[src/rtl/scc_pkg.sv]
// Shared types and defaults for the scalar core memory stage.
package scc_pkg;

  localparam int REG_ADDR_W = 5;
  localparam int DATA_W     = 32;

  typedef enum logic {
    IDLE,
    ACCESS
  } mem_state_t;

endpackage

[src/rtl/mem_stage_if.sv]
// Data memory request bus between the memory stage (master) and memory (slave).
interface mem_stage_if #(
  parameter int DATA_W = 32
);

  logic              dmem_req;
  logic              dmem_we;
  logic [DATA_W-1:0] dmem_addr;
  logic [DATA_W-1:0] dmem_wdata;
  logic [DATA_W-1:0] dmem_rdata;
  logic              dmem_ack;

  modport master (
    output dmem_req,
    output dmem_we,
    output dmem_addr,
    output dmem_wdata,
    input  dmem_rdata,
    input  dmem_ack
  );

  modport slave (
    input  dmem_req,
    input  dmem_we,
    input  dmem_addr,
    input  dmem_wdata,
    output dmem_rdata,
    output dmem_ack
  );

endinterface

[src/rtl/mem_timer.sv]
// Ack timeout counter; expired fires on the last allowed wait cycle.
module mem_timer #(
  parameter int TIMEOUT = 255
) (
  input  logic clk,
  input  logic rst,
  input  logic clear,
  input  logic enable,
  output logic expired
);

  logic [7:0] count;

  always_ff @(posedge clk) begin
    if (rst || clear) begin
      count <= '0;
    end else if (enable) begin
      count <= count + 8'd1;
    end
  end

  // The count reaches TIMEOUT on the edge that ends this cycle.
  assign expired = enable && (count == 8'(TIMEOUT - 1));

endmodule

[src/rtl/mem_stage.sv]
// Pipeline memory stage: passes ALU results, runs one load/store at a time.
// Define MEM_ALIGN_CHECK_EN to fault misaligned memory ops instead of issuing.
module mem_stage #(
  parameter int DATA_W  = scc_pkg::DATA_W,
  parameter int TIMEOUT = 255
) (
  input  logic                          clk,
  input  logic                          rst,
  input  logic                          ex_valid,
  input  logic [DATA_W-1:0]             ex_result,
  input  logic [DATA_W-1:0]             ex_store_data,
  input  logic                          ex_mem_read,
  input  logic                          ex_mem_write,
  input  logic                          ex_reg_write,
  input  logic [scc_pkg::REG_ADDR_W-1:0] ex_rd,
  output logic                          stall,
  mem_stage_if.master                   dmem,
  output logic                          wb_valid,
  output logic                          wb_reg_write,
  output logic [DATA_W-1:0]             wb_data,
  output logic [scc_pkg::REG_ADDR_W-1:0] wb_rd,
  output logic                          fault
);

  import scc_pkg::*;

  mem_state_t              state, state_n;
  logic                    req_q, req_n;
  logic                    we_q, we_n;
  logic [DATA_W-1:0]       addr_q, addr_n;
  logic [DATA_W-1:0]       wdata_q, wdata_n;
  logic [REG_ADDR_W-1:0]   rd_q, rd_n;
  logic                    rw_q, rw_n;
  logic                    wb_valid_n;
  logic                    wb_rw_n;
  logic [DATA_W-1:0]       wb_data_n;
  logic [REG_ADDR_W-1:0]   wb_rd_n;
  logic                    fault_n;
  logic                    mem_op;
  logic                    misaligned;
  logic                    tmr_clear;
  logic                    tmr_en;
  logic                    tmr_expired;

  assign mem_op = ex_mem_read | ex_mem_write;

`ifdef MEM_ALIGN_CHECK_EN
  assign misaligned = |ex_result[1:0];
`else
  assign misaligned = 1'b0;
`endif

  assign tmr_clear = (state == IDLE);
  assign tmr_en    = (state == ACCESS) && !dmem.dmem_ack;

  mem_timer #(
    .TIMEOUT (TIMEOUT)
  ) u_timer (
    .clk     (clk),
    .rst     (rst),
    .clear   (tmr_clear),
    .enable  (tmr_en),
    .expired (tmr_expired)
  );

  always_comb begin
    state_n    = state;
    req_n      = req_q;
    we_n       = we_q;
    addr_n     = addr_q;
    wdata_n    = wdata_q;
    rd_n       = rd_q;
    rw_n       = rw_q;
    wb_valid_n = 1'b0;
    wb_rw_n    = 1'b0;
    wb_data_n  = wb_data;
    wb_rd_n    = wb_rd;
    fault_n    = 1'b0;
    unique case (state)
      IDLE: begin
        unique case (1'b1)
          !ex_valid: ;
          mem_op && misaligned: begin
            wb_valid_n = 1'b1;
            wb_rd_n    = ex_rd;
            fault_n    = 1'b1;
          end
          mem_op && !misaligned: begin
            state_n = ACCESS;
            req_n   = 1'b1;
            we_n    = ex_mem_write;
            addr_n  = ex_result;
            wdata_n = ex_store_data;
            rd_n    = ex_rd;
            rw_n    = ex_reg_write;
          end
          default: begin
            wb_valid_n = 1'b1;
            wb_data_n  = ex_result;
            wb_rd_n    = ex_rd;
            wb_rw_n    = ex_reg_write;
          end
        endcase
      end
      ACCESS: begin
        unique case (1'b1)
          dmem.dmem_ack: begin
            state_n    = IDLE;
            req_n      = 1'b0;
            we_n       = 1'b0;
            wb_valid_n = 1'b1;
            wb_rd_n    = rd_q;
            if (!we_q) begin
              wb_data_n = dmem.dmem_rdata;
              wb_rw_n   = rw_q;
            end
          end
          tmr_expired: begin
            state_n    = IDLE;
            req_n      = 1'b0;
            we_n       = 1'b0;
            wb_valid_n = 1'b1;
            wb_rd_n    = rd_q;
            fault_n    = 1'b1;
          end
          default: ;
        endcase
      end
      default: state_n = IDLE;
    endcase
  end

  always_ff @(posedge clk) begin
    if (rst) begin
      state        <= IDLE;
      req_q        <= 1'b0;
      we_q         <= 1'b0;
      addr_q       <= '0;
      wdata_q      <= '0;
      rd_q         <= '0;
      rw_q         <= 1'b0;
      wb_valid     <= 1'b0;
      wb_reg_write <= 1'b0;
      wb_data      <= '0;
      wb_rd        <= '0;
      fault        <= 1'b0;
    end else begin
      state        <= state_n;
      req_q        <= req_n;
      we_q         <= we_n;
      addr_q       <= addr_n;
      wdata_q      <= wdata_n;
      rd_q         <= rd_n;
      rw_q         <= rw_n;
      wb_valid     <= wb_valid_n;
      wb_reg_write <= wb_rw_n;
      wb_data      <= wb_data_n;
      wb_rd        <= wb_rd_n;
      fault        <= fault_n;
    end
  end

  // Stall decodes the state register only, never an input.
  assign stall           = (state == ACCESS);
  assign dmem.dmem_req   = req_q;
  assign dmem.dmem_we    = we_q;
  assign dmem.dmem_addr  = addr_q;
  assign dmem.dmem_wdata = wdata_q;

endmodule

[src/flat_wrapper.sv]
// flat-port wrapper written by rule: the top's interface ports become plain ports
module mem_stage_flat import scc_pkg::*;
#(
  parameter int DATA_W  = scc_pkg::DATA_W,
  parameter int TIMEOUT = 255
)
  (clk, rst, ex_valid, ex_result, ex_store_data, ex_mem_read, ex_mem_write, ex_reg_write, ex_rd, stall, wb_valid, wb_reg_write, wb_data, wb_rd, fault, dmem_dmem_req, dmem_dmem_we, dmem_dmem_addr, dmem_dmem_wdata, dmem_dmem_rdata, dmem_dmem_ack);
  mem_stage_if #(.DATA_W(DATA_W)) dmem_i ();
  input  logic clk;
  input  logic rst;
  input  logic ex_valid;
  input  logic [DATA_W-1:0] ex_result;
  input  logic [DATA_W-1:0] ex_store_data;
  input  logic ex_mem_read;
  input  logic ex_mem_write;
  input  logic ex_reg_write;
  input  logic [scc_pkg::REG_ADDR_W-1:0] ex_rd;
  output logic stall;
  output logic wb_valid;
  output logic wb_reg_write;
  output logic [DATA_W-1:0] wb_data;
  output logic [scc_pkg::REG_ADDR_W-1:0] wb_rd;
  output logic fault;
  output wire logic [$bits(dmem_i.dmem_req)-1:0] dmem_dmem_req;
  output wire logic [$bits(dmem_i.dmem_we)-1:0] dmem_dmem_we;
  output wire logic [$bits(dmem_i.dmem_addr)-1:0] dmem_dmem_addr;
  output wire logic [$bits(dmem_i.dmem_wdata)-1:0] dmem_dmem_wdata;
  input wire logic [$bits(dmem_i.dmem_rdata)-1:0] dmem_dmem_rdata;
  input wire logic [$bits(dmem_i.dmem_ack)-1:0] dmem_dmem_ack;
  assign dmem_dmem_req = dmem_i.dmem_req;
  assign dmem_dmem_we = dmem_i.dmem_we;
  assign dmem_dmem_addr = dmem_i.dmem_addr;
  assign dmem_dmem_wdata = dmem_i.dmem_wdata;
  assign dmem_i.dmem_rdata = dmem_dmem_rdata;
  assign dmem_i.dmem_ack = dmem_dmem_ack;
  mem_stage #(.DATA_W(DATA_W), .TIMEOUT(TIMEOUT)) u_core (.clk(clk), .rst(rst), .ex_valid(ex_valid), .ex_result(ex_result), .ex_store_data(ex_store_data), .ex_mem_read(ex_mem_read), .ex_mem_write(ex_mem_write), .ex_reg_write(ex_reg_write), .ex_rd(ex_rd), .stall(stall), .dmem(dmem_i), .wb_valid(wb_valid), .wb_reg_write(wb_reg_write), .wb_data(wb_data), .wb_rd(wb_rd), .fault(fault));
endmodule
[config.mk]
export PLATFORM = sky130hd
export DESIGN_NAME = mem_stage_flat
export DESIGN_NICKNAME = d
export VERILOG_FILES = /design/src/rtl/scc_pkg.sv /design/src/rtl/mem_stage_if.sv /design/src/rtl/mem_timer.sv /design/src/rtl/mem_stage.sv /design/src/flat_wrapper.sv
export SDC_FILE = /design/constraint.sdc
export NUM_CORES = 1
export LEC_CHECK = 0
export CAP_MARGIN = 20
export CORE_MARGIN = 3
export CORE_UTILIZATION = 38
export CTS_CLUSTER_DIAMETER = 30
export DETAILED_ROUTE_END_ITERATION = 8
export GPL_TIMING_DRIVEN = 0
export PLACE_DENSITY_LB_ADDON = 0.25
export SYNTH_ARGS = -nofsm -noshare
export SYNTH_HDL_FRONTEND = slang
export SYNTH_SLANG_ARGS = --single-unit
export TNS_END_PERCENT = 30
[constraint.sdc]
create_clock -name clk -period 1.5 [get_ports clk]
set_input_delay 0.3 -clock clk [delete_from_list [all_inputs] [get_ports clk]]
set_output_delay 0.3 -clock clk [all_outputs]
set_load 0.005 [all_outputs]
==> impl_metrics.tcl <==
set metrics [dict create \
    largest_family_of_logic_cells_by_synthesized_area "compound AO/OA/AOI/OAI gates" \
    worst_max_slew_pin_slew_ns 0.717 \
    finalHoldViolCount 0 \
    finish.utilization 0.654 \
    die_y_um 119 \
    antenna_found_initial 0 \
    grt_pass1_vias 4882 \
    multiInputGateArea_sq_mm 0.00227 \
    grt_max_degree 17 \
    layout_worst_path_cycle_share 0.987 \
    synthToLayoutAreaGrowth_pct 65.3 \
    postLayoutCellArea_sq_mm 0.00799 \
    report.final.setup_viol 0 \
    synthCells 550 \
    fin_cells 977 \
    cts_buffer_depth 2 \
    total_number_of_nets_in_the_final_design 908 \
    worst_setup_path_class "in -> reg" \
    track_usage 0.221 \
    cellPowerDensity_mw_per_mm2 1140 \
    yosys_warnings 0 \
    timing.hold.worst.class "in -> reg" \
    post_route_cells_drive_above_1_share 0.157 \
    fillCellCount 1087 \
    clkTransAtPathRegs_ns 0.05 \
    port_buffers 212 \
    crit_path_start_kind "primary input" \
    num_vias 4799 \
    crit_arrival_ns 1.74 \
    syn_avg_cell_area_sq_um 8.78 \
    complex_gate_fraction_of_the_synthesized_area 0.187 \
    synth_nets 660 \
    iteration_0_drc_markers 181 \
    insertedDiodeCount 0 \
    cts-root-buf "sky130_fd_sc_hd__clkbuf_16" \
    grt_pass1_wl_um 24800 \
    boundaryPins 215 \
    cts.sink_count 121 \
    ant_nets 0 \
    die-area_sq_mm 0.0141 \
    detailedPlace.worstSlack_ns -0.748 \
    leakagePower_nw 3.50 \
    finClkSkew_ns 0.00693 \
    htree_levels 4 \
    mappedNetlistArea_sq_mm 0.00483 \
    synth-seq-area-share 0.501 \
    relSlewSlack 0.522 \
    path_max_fanout 7 \
    r2r_setup_slack_ns 0.05 \
    seq_area_sq_mm 0.00243 \
    rows 40 \
    maxCapViolCount 0 \
    fmax_ghz 0.675 \
    layout_setup_ws_ns 0.0188 \
    yosys_register_bits 121 \
    post_synth_num_cell_types 34 \
    critical_path.endpoint_type "flop" \
    ir_worst_vdd_mv 0.786 \
    route.detailed.wl_per_inst_um 16.1 \
    synth-adder-area-share 0.00518 \
    insertion_delay_ns 0.41 \
    synthMuxAreaShare 0.0663 \
    cts_tree "done" \
    routed_via_density 4.91 \
    grt.overflow.total 0 \
    post_place_cells 930 \
    yosys.area_share.xor_xnor 0.0109 \
    drtPass1Iterations 4 \
    cts_made_buffers 17 \
    die_width_um 119 \
    core_sq_mm 0.0122 \
    status "finished, final reports clean" \
    final-max-slew-violation-count 0 \
    gpl.final_weighted_congestion 0.801 \
    initial_utilization 0.396 \
    cp.required_ns 1.76 \
    period_minus_slack_ns 1.48 \
    place_hpwl_um 11700 \
    drc_errors 0 \
    synth_simple_gate_area_share 0.184 \
    finalWirelength_um 15700 \
    place_area_sq_mm 0.00716 \
]
==> stage by stage <==
step           power, mW  hold slack [ns]  TNS, ns
3_5_place_dp        5.33            0.446   -74.71
2_1_floorplan       4.36            0.431    -1.34
3_3_place_gp        5.28            0.439   -69.79
4_1_cts             9.12            0.245  -0.0199
5_1_grt             9.48            0.191  -0.0296
6_report            9.09            0.162        0
==> layout make-up <==
type / instances / share of cell area
inverters: 3 / 0.00172
repair buffers: 231 / 0.276
multi-input cells: 384 / 0.284
flip-flops and latches: 121 / 0.305
clock buffers: 28 / 0.0647
well taps: 168 / 0.0263
plain buffers: 40 / 0.0379
clock inverters: 2 / 0.00439
==> critical path: stages <==
cell                              delay [ns]
sky130_fd_sc_hd__clkdlybuf4s15_1        0.20
sky130_fd_sc_hd__or3b_4                 0.45
sky130_fd_sc_hd__o22ai_4                0.24
sky130_fd_sc_hd__buf_6                  0.13
sky130_fd_sc_hd__buf_12                 0.09
sky130_fd_sc_hd__buf_16                 0.12
sky130_fd_sc_hd__clkbuf_16              0.15
sky130_fd_sc_hd__a211oi_2               0.05
==> flip-flops by register name, indices dropped and copies added, names as in the netlist, 5 cells and up <==
name                    count
u_core.dmem.dmem_addr      32
u_core.dmem.dmem_wdata     32
u_core.rd_q                 5
u_core.u_timer.count        8
u_core.wb_data             32
u_core.wb_rd                5
==> timing repair <==
action	in CTS	in global routing
buffers inserted	11	5
gates cloned	1	2
endpoints found under the setup margin	226	69
hold buffers	0	0
pin swaps	5	7
resized for setup	159	29
==> final timing paths <==
path	startpoint	end	cells after the start
setup / recovery	ex_valid	u_core.wb_data[19]	8
hold / removal	ex_mem_write	u_core.dmem.dmem_we	3
setup reg to reg	u_core.stall	u_core.wb_rd[3]	5
hold reg to reg	u_core.dmem.dmem_addr[8]	u_core.dmem.dmem_addr[8]	2
==> per-layer routing <==
layer | up-vias | share of wire | track usage
li1 | 2357 | - | -
met1 | 2231 | 0.38 | 0.240
met2 | 189 | 0.50 | 0.385
met3 | 22 | 0.10 | 0.102
met4 | 0 | 0.013 | 0.0659
met5 | - | 0 | 0
==> kinds of logic (layout without fill, tap and decap cells) <==
logic type | after synthesis | count (layout)
compound gates | 123 | 123
fa+ha+maj | 2 | 2
buf+inv | 45 | 304
simple gates | 221 | 221
flops | 121 | 121
xor+xnor | 6 | 6
mux | 32 | 32
==> cells in the mapped netlist <==
master	instances	area, sq um
sky130_fd_sc_hd__o211a_1	1	10.0
sky130_fd_sc_hd__or3_1	1	6.26
sky130_fd_sc_hd__a211oi_2	28	350
sky130_fd_sc_hd__nor2_1	49	184
sky130_fd_sc_hd__buf_2	14	70.1
sky130_fd_sc_hd__nand3b_1	1	7.51
sky130_fd_sc_hd__nor4_1	1	6.26
sky130_fd_sc_hd__clkbuf_1	22	82.6
sky130_fd_sc_hd__inv_1	3	11.3
sky130_fd_sc_hd__a2bb2oi_1	1	8.76
sky130_fd_sc_hd__o2bb2a_1	4	40.0
sky130_fd_sc_hd__a22oi_1	1	7.51
sky130_fd_sc_hd__o311ai_0	5	43.8
sky130_fd_sc_hd__or3b_1	1	8.76
sky130_fd_sc_hd__a21oi_1	74	370
sky130_fd_sc_hd__ha_1	2	25.0
sky130_fd_sc_hd__nand3_1	3	15.0
sky130_fd_sc_hd__o21ai_0	3	15.0
sky130_fd_sc_hd__xor2_1	3	26.3
sky130_fd_sc_hd__xnor2_1	3	26.3
sky130_fd_sc_hd__buf_6	3	33.8
sky130_fd_sc_hd__and3b_1	1	8.76
sky130_fd_sc_hd__nor2b_1	1	6.26
sky130_fd_sc_hd__and3_1	1	6.26
sky130_fd_sc_hd__nor3_1	8	40.0
sky130_fd_sc_hd__buf_4	3	22.5
sky130_fd_sc_hd__nand4_1	1	6.26
sky130_fd_sc_hd__a211oi_1	5	37.5
sky130_fd_sc_hd__or2_2	1	6.26
sky130_fd_sc_hd__nand2b_1	6	37.5
sky130_fd_sc_hd__o22ai_4	1	20.0
sky130_fd_sc_hd__mux2i_1	32	320
sky130_fd_sc_hd__nand2_1	146	548
sky130_fd_sc_hd__dfxtp_1	121	2420
==> cells in the final DEF, fill, tap and decap left out, drive strengths merged, types with 2 or more instances in the layout <==
cell           netlist  layout
o2bb2a               4       4
nor2                49      49
inv                  3       3
o311ai               5       5
a211oi              33      33
clkbuf              22      52
nand2              146     146
clkdlybuf4s50        0     102
buf                 20      37
xor2                 3       3
o21ai                3       3
nand3                3       3
nand2b               6       6
xnor2                3       3
ha                   2       2
mux2i               32      32
a21oi               74      74
nor3                 8       8
dfxtp              121     121
dlygate4sd2          0     107
==> where the power goes <==
group          internal [mW]  switching (mW)
clock                   2.48            1.33
combinational          0.903           0.806
sequential              3.46           0.117
total                   6.84            2.25
No activity file was read; power rests on OpenSTA's default activity.
==> RTL edit (same settings) <==
`DATA_W` is set to 32 in 2 places; all go to 28.
--- a/src/rtl/scc_pkg.sv
+++ b/src/rtl/scc_pkg.sv
@@ -2,7 +2,7 @@
 package scc_pkg;
 
   localparam int REG_ADDR_W = 5;
-  localparam int DATA_W     = 32;
+  localparam int DATA_W     = 28;
 
   typedef enum logic {
     IDLE,
--- a/src/rtl/mem_stage_if.sv
+++ b/src/rtl/mem_stage_if.sv
@@ -1,6 +1,6 @@
 // Data memory request bus between the memory stage (master) and memory (slave).
 interface mem_stage_if #(
-  parameter int DATA_W = 32
+  parameter int DATA_W = 28
 );
 
   logic              dmem_req;
Ports: changed (6 resized); port bits go from 215 to 191. No check against the original RTL was run, so the function may have changed too.
==> RTL edit against the unedited design <==
Power decreased by 23%. Global-route usage is 1.5 points lower. Sequential share of layout area up 0.74 points. Setup slack improved by 13 ps. Synthesized area shrank 9.8%. Synthesized cell count is 9.5% lower. Largest power group is now registers. Wire length is 13% lower. Critical endpoint is now dmem_dmem_addr[19]. Sequential cell count decreased by 12. Non-clock buffer count shrank 31. Final area decreased by 11%. Highest routed layer unchanged.
==> RTL edit: results (changes against the unedited design) <==
* Status: finished clean
* Crit-path leading delay family: buffers and inverters
* Crit-path max FO at 2 (-5)
* Leak at 3.474 nW (-0.68%)
* Vias at 4271 (-11%)
* Seq/Total Area, Yosys at 50.10% (about the same)
* Input/output buffers at 188 (-11%)
* Final nets at 809 (-11%)
* Worst-Skew Late Latency at 340 ps (-70 ps)
* Placed cell area at 6412 um2 (-10%)
* Fin Hold WS at 219.8 ps (+58.11 ps)
* Clock Skew at 5.032 ps (-1.903 ps)
* Reg2Reg Setup Slack at 70 ps (+20 ps)
* Htree depth at 3 (-1)
* Async SR Flop Fraction at 0% (unchanged)
* Final Wtd Congestion at 0.8290 (+3.5%)
* Top cells by count, synth: nand2_1 (130), dfxtp_1 (109), a21oi_1 (66)
* CTS clock-pin slew for the worst setup and hold paths at 70 ps (+20 ps)
* WL/cell at 15.90 um (-1.3%)
* Yosys warning total at 0 (unchanged)
* Largest net degree at the start of global routing at 18 (+1)
* First-pass GRT wire length at 21310 um (-14%)
* Remaining Overflow, GRT at 0 (unchanged)
* Worst VDD drop at 0.5583 mV (-29%)
* Number of library cell types mapped by synthesis at 39 (+15%)
* Clk Tree Root Cell: clkbuf_16
* Iter 0 DRT Violations at 200 (+10%)
* Worst-Margin Slew at 675.5 ps (-40.97 ps)
* Num CTS Buffers at 9 (-8)
* Slowest stage cell on the critical path: clkdlybuf4s50_1
* HPWL after detailed placement at 9948 um (-15%)
* Diode count at 0 (unchanged)
* Filler cells at 963 (-11%)
* Crit path arrival time at 1170 ps (-570 ps)
* Sw Ratio at 26.62% (+1.9 points)
* Initial antenna violation count at 0 (unchanged)
* Total Routing Usage GR at 20.58% (-1.5 points)
* DR pass1 iterations at 4 (unchanged)
* Min-Delay Path Class: in -> reg
* Largest cells by area after synthesis: dfxtp_1 (50%), nand2_1 (11%), a21oi_1 (7.6%), mux2i_1 (6.4%), a211oi_2 (5.7%)
* Vias in the first global route at 4263 (-13%)
* Slowest stage delay, CP at 500 ps (+50 ps)
* Share of cells above drive strength 1 at 17.88% (+2.2 points)
* CTS Buffer Depth at 2 (unchanged)
* Mapped Nets at 596 (-9.7%)
RTL edit: cell count changes in the layout (fill, tap and decap cells not counted), sizes merged, moves of 8 or more:
cell	change
dlygate4sd2	-84
clkbuf	-19
a21oi	-8
dfxtp	-12
nand2	-16
dlymetal6s2s	+47
clkdlybuf4s50	+13
RTL edit: worst reg2reg max path: cells and delay by family, from the launching register on:
kind	cells	cell delay, ps
AOI/OAI and AO/OA	2	490
DFF	1	330
buffers and inverters	2	210
and+or+nand+nor	2	160
adders and majority gates	1	140
RTL edit: logic make-up (layout without fill, tap and decap cells):
group,Yosys count,after routing,synth area share [%]
and+or+nand+nor,201,201,18.70
AOI/OAI and AO/OA,111,111,18.13
DFF,109,109,50.10
buffers and inverters,41,259,4.855
muxes,28,28,6.435
xor gates and xnor gates,6,6,1.207
adders and majority gates,2,2,0.5745
RTL edit: power groups by stage:
stage | Clock [mW] | Sequential [mW] | Combinational, mW
5_1_grt | 2.43 | 3.26 | 1.67
6_report | 2.25 | 3.23 | 1.53
3_3_place_gp | 0 | 3.28 | 1.45
3_5_place_dp | 0 | 3.29 | 1.48
2_1_floorplan | 0 | 3.29 | 0.621
4_1_cts | 2.30 | 3.22 | 1.53
RTL edit: timing repair:
| action | in CTS | in global routing |
|---|---|---|
| buffers inserted | 4 | 7 |
| gates cloned | 3 | 1 |
| gates resized for setup | 65 | 101 |
| setup endpoints to repair | 135 | 154 |
| pin swaps | 3 | 12 |
| hold endpoints to repair | 0 | 0 |
RTL edit: through the flow:
step           utilization [%]  instances  setup WS [ps]
2_1_floorplan                -        498         -59.66
3_3_place_gp             58.13        826         -712.9
3_5_place_dp             58.13        826         -803.8
4_1_cts                  62.16        848         -63.08
5_1_grt                  64.62        856         -11.73
6_report                 64.62        856          31.61
RTL edit: cell type report:
type	instances	area, um2	share of cell area, %
Inverter	3	11.26	0.1580
Sequential cell	109	2223	31.19
Clock inverter	4	32.53	0.4564
Timing Repair Buffer	203	2132	29.91
Tap cell	140	175.2	2.457
Clock buffer	12	246.5	3.458
Multi-Input combinational cell	348	2054	28.82
Buffer	37	252.7	3.546
RTL edit: final timing paths:
| check | startpoint | cells after the start | end |
|---|---|---|---|
| worst min-delay path | ex_mem_write | 3 | u_core.dmem.dmem_we |
| worst min register to register | u_core.dmem.dmem_wdata[15] | 2 | u_core.dmem.dmem_wdata[15] |
| worst max register to register | u_core.u_timer.count[0] | 7 | u_core.wb_rd[4] |
| worst max-delay path | u_core.dmem.dmem_addr[19] | 1 | dmem_dmem_addr[19] |
RTL edit: layer usage:
metal / track usage (%) / vias up / share of wire [%]
met5: 0 / - / 0
met4: 4.487 / 0 / 1.5
met1: 25.17 / 2000 / 42
li1: - / 2111 / -
met2: 36.06 / 144 / 49
met3: 5.829 / 16 / 7.5
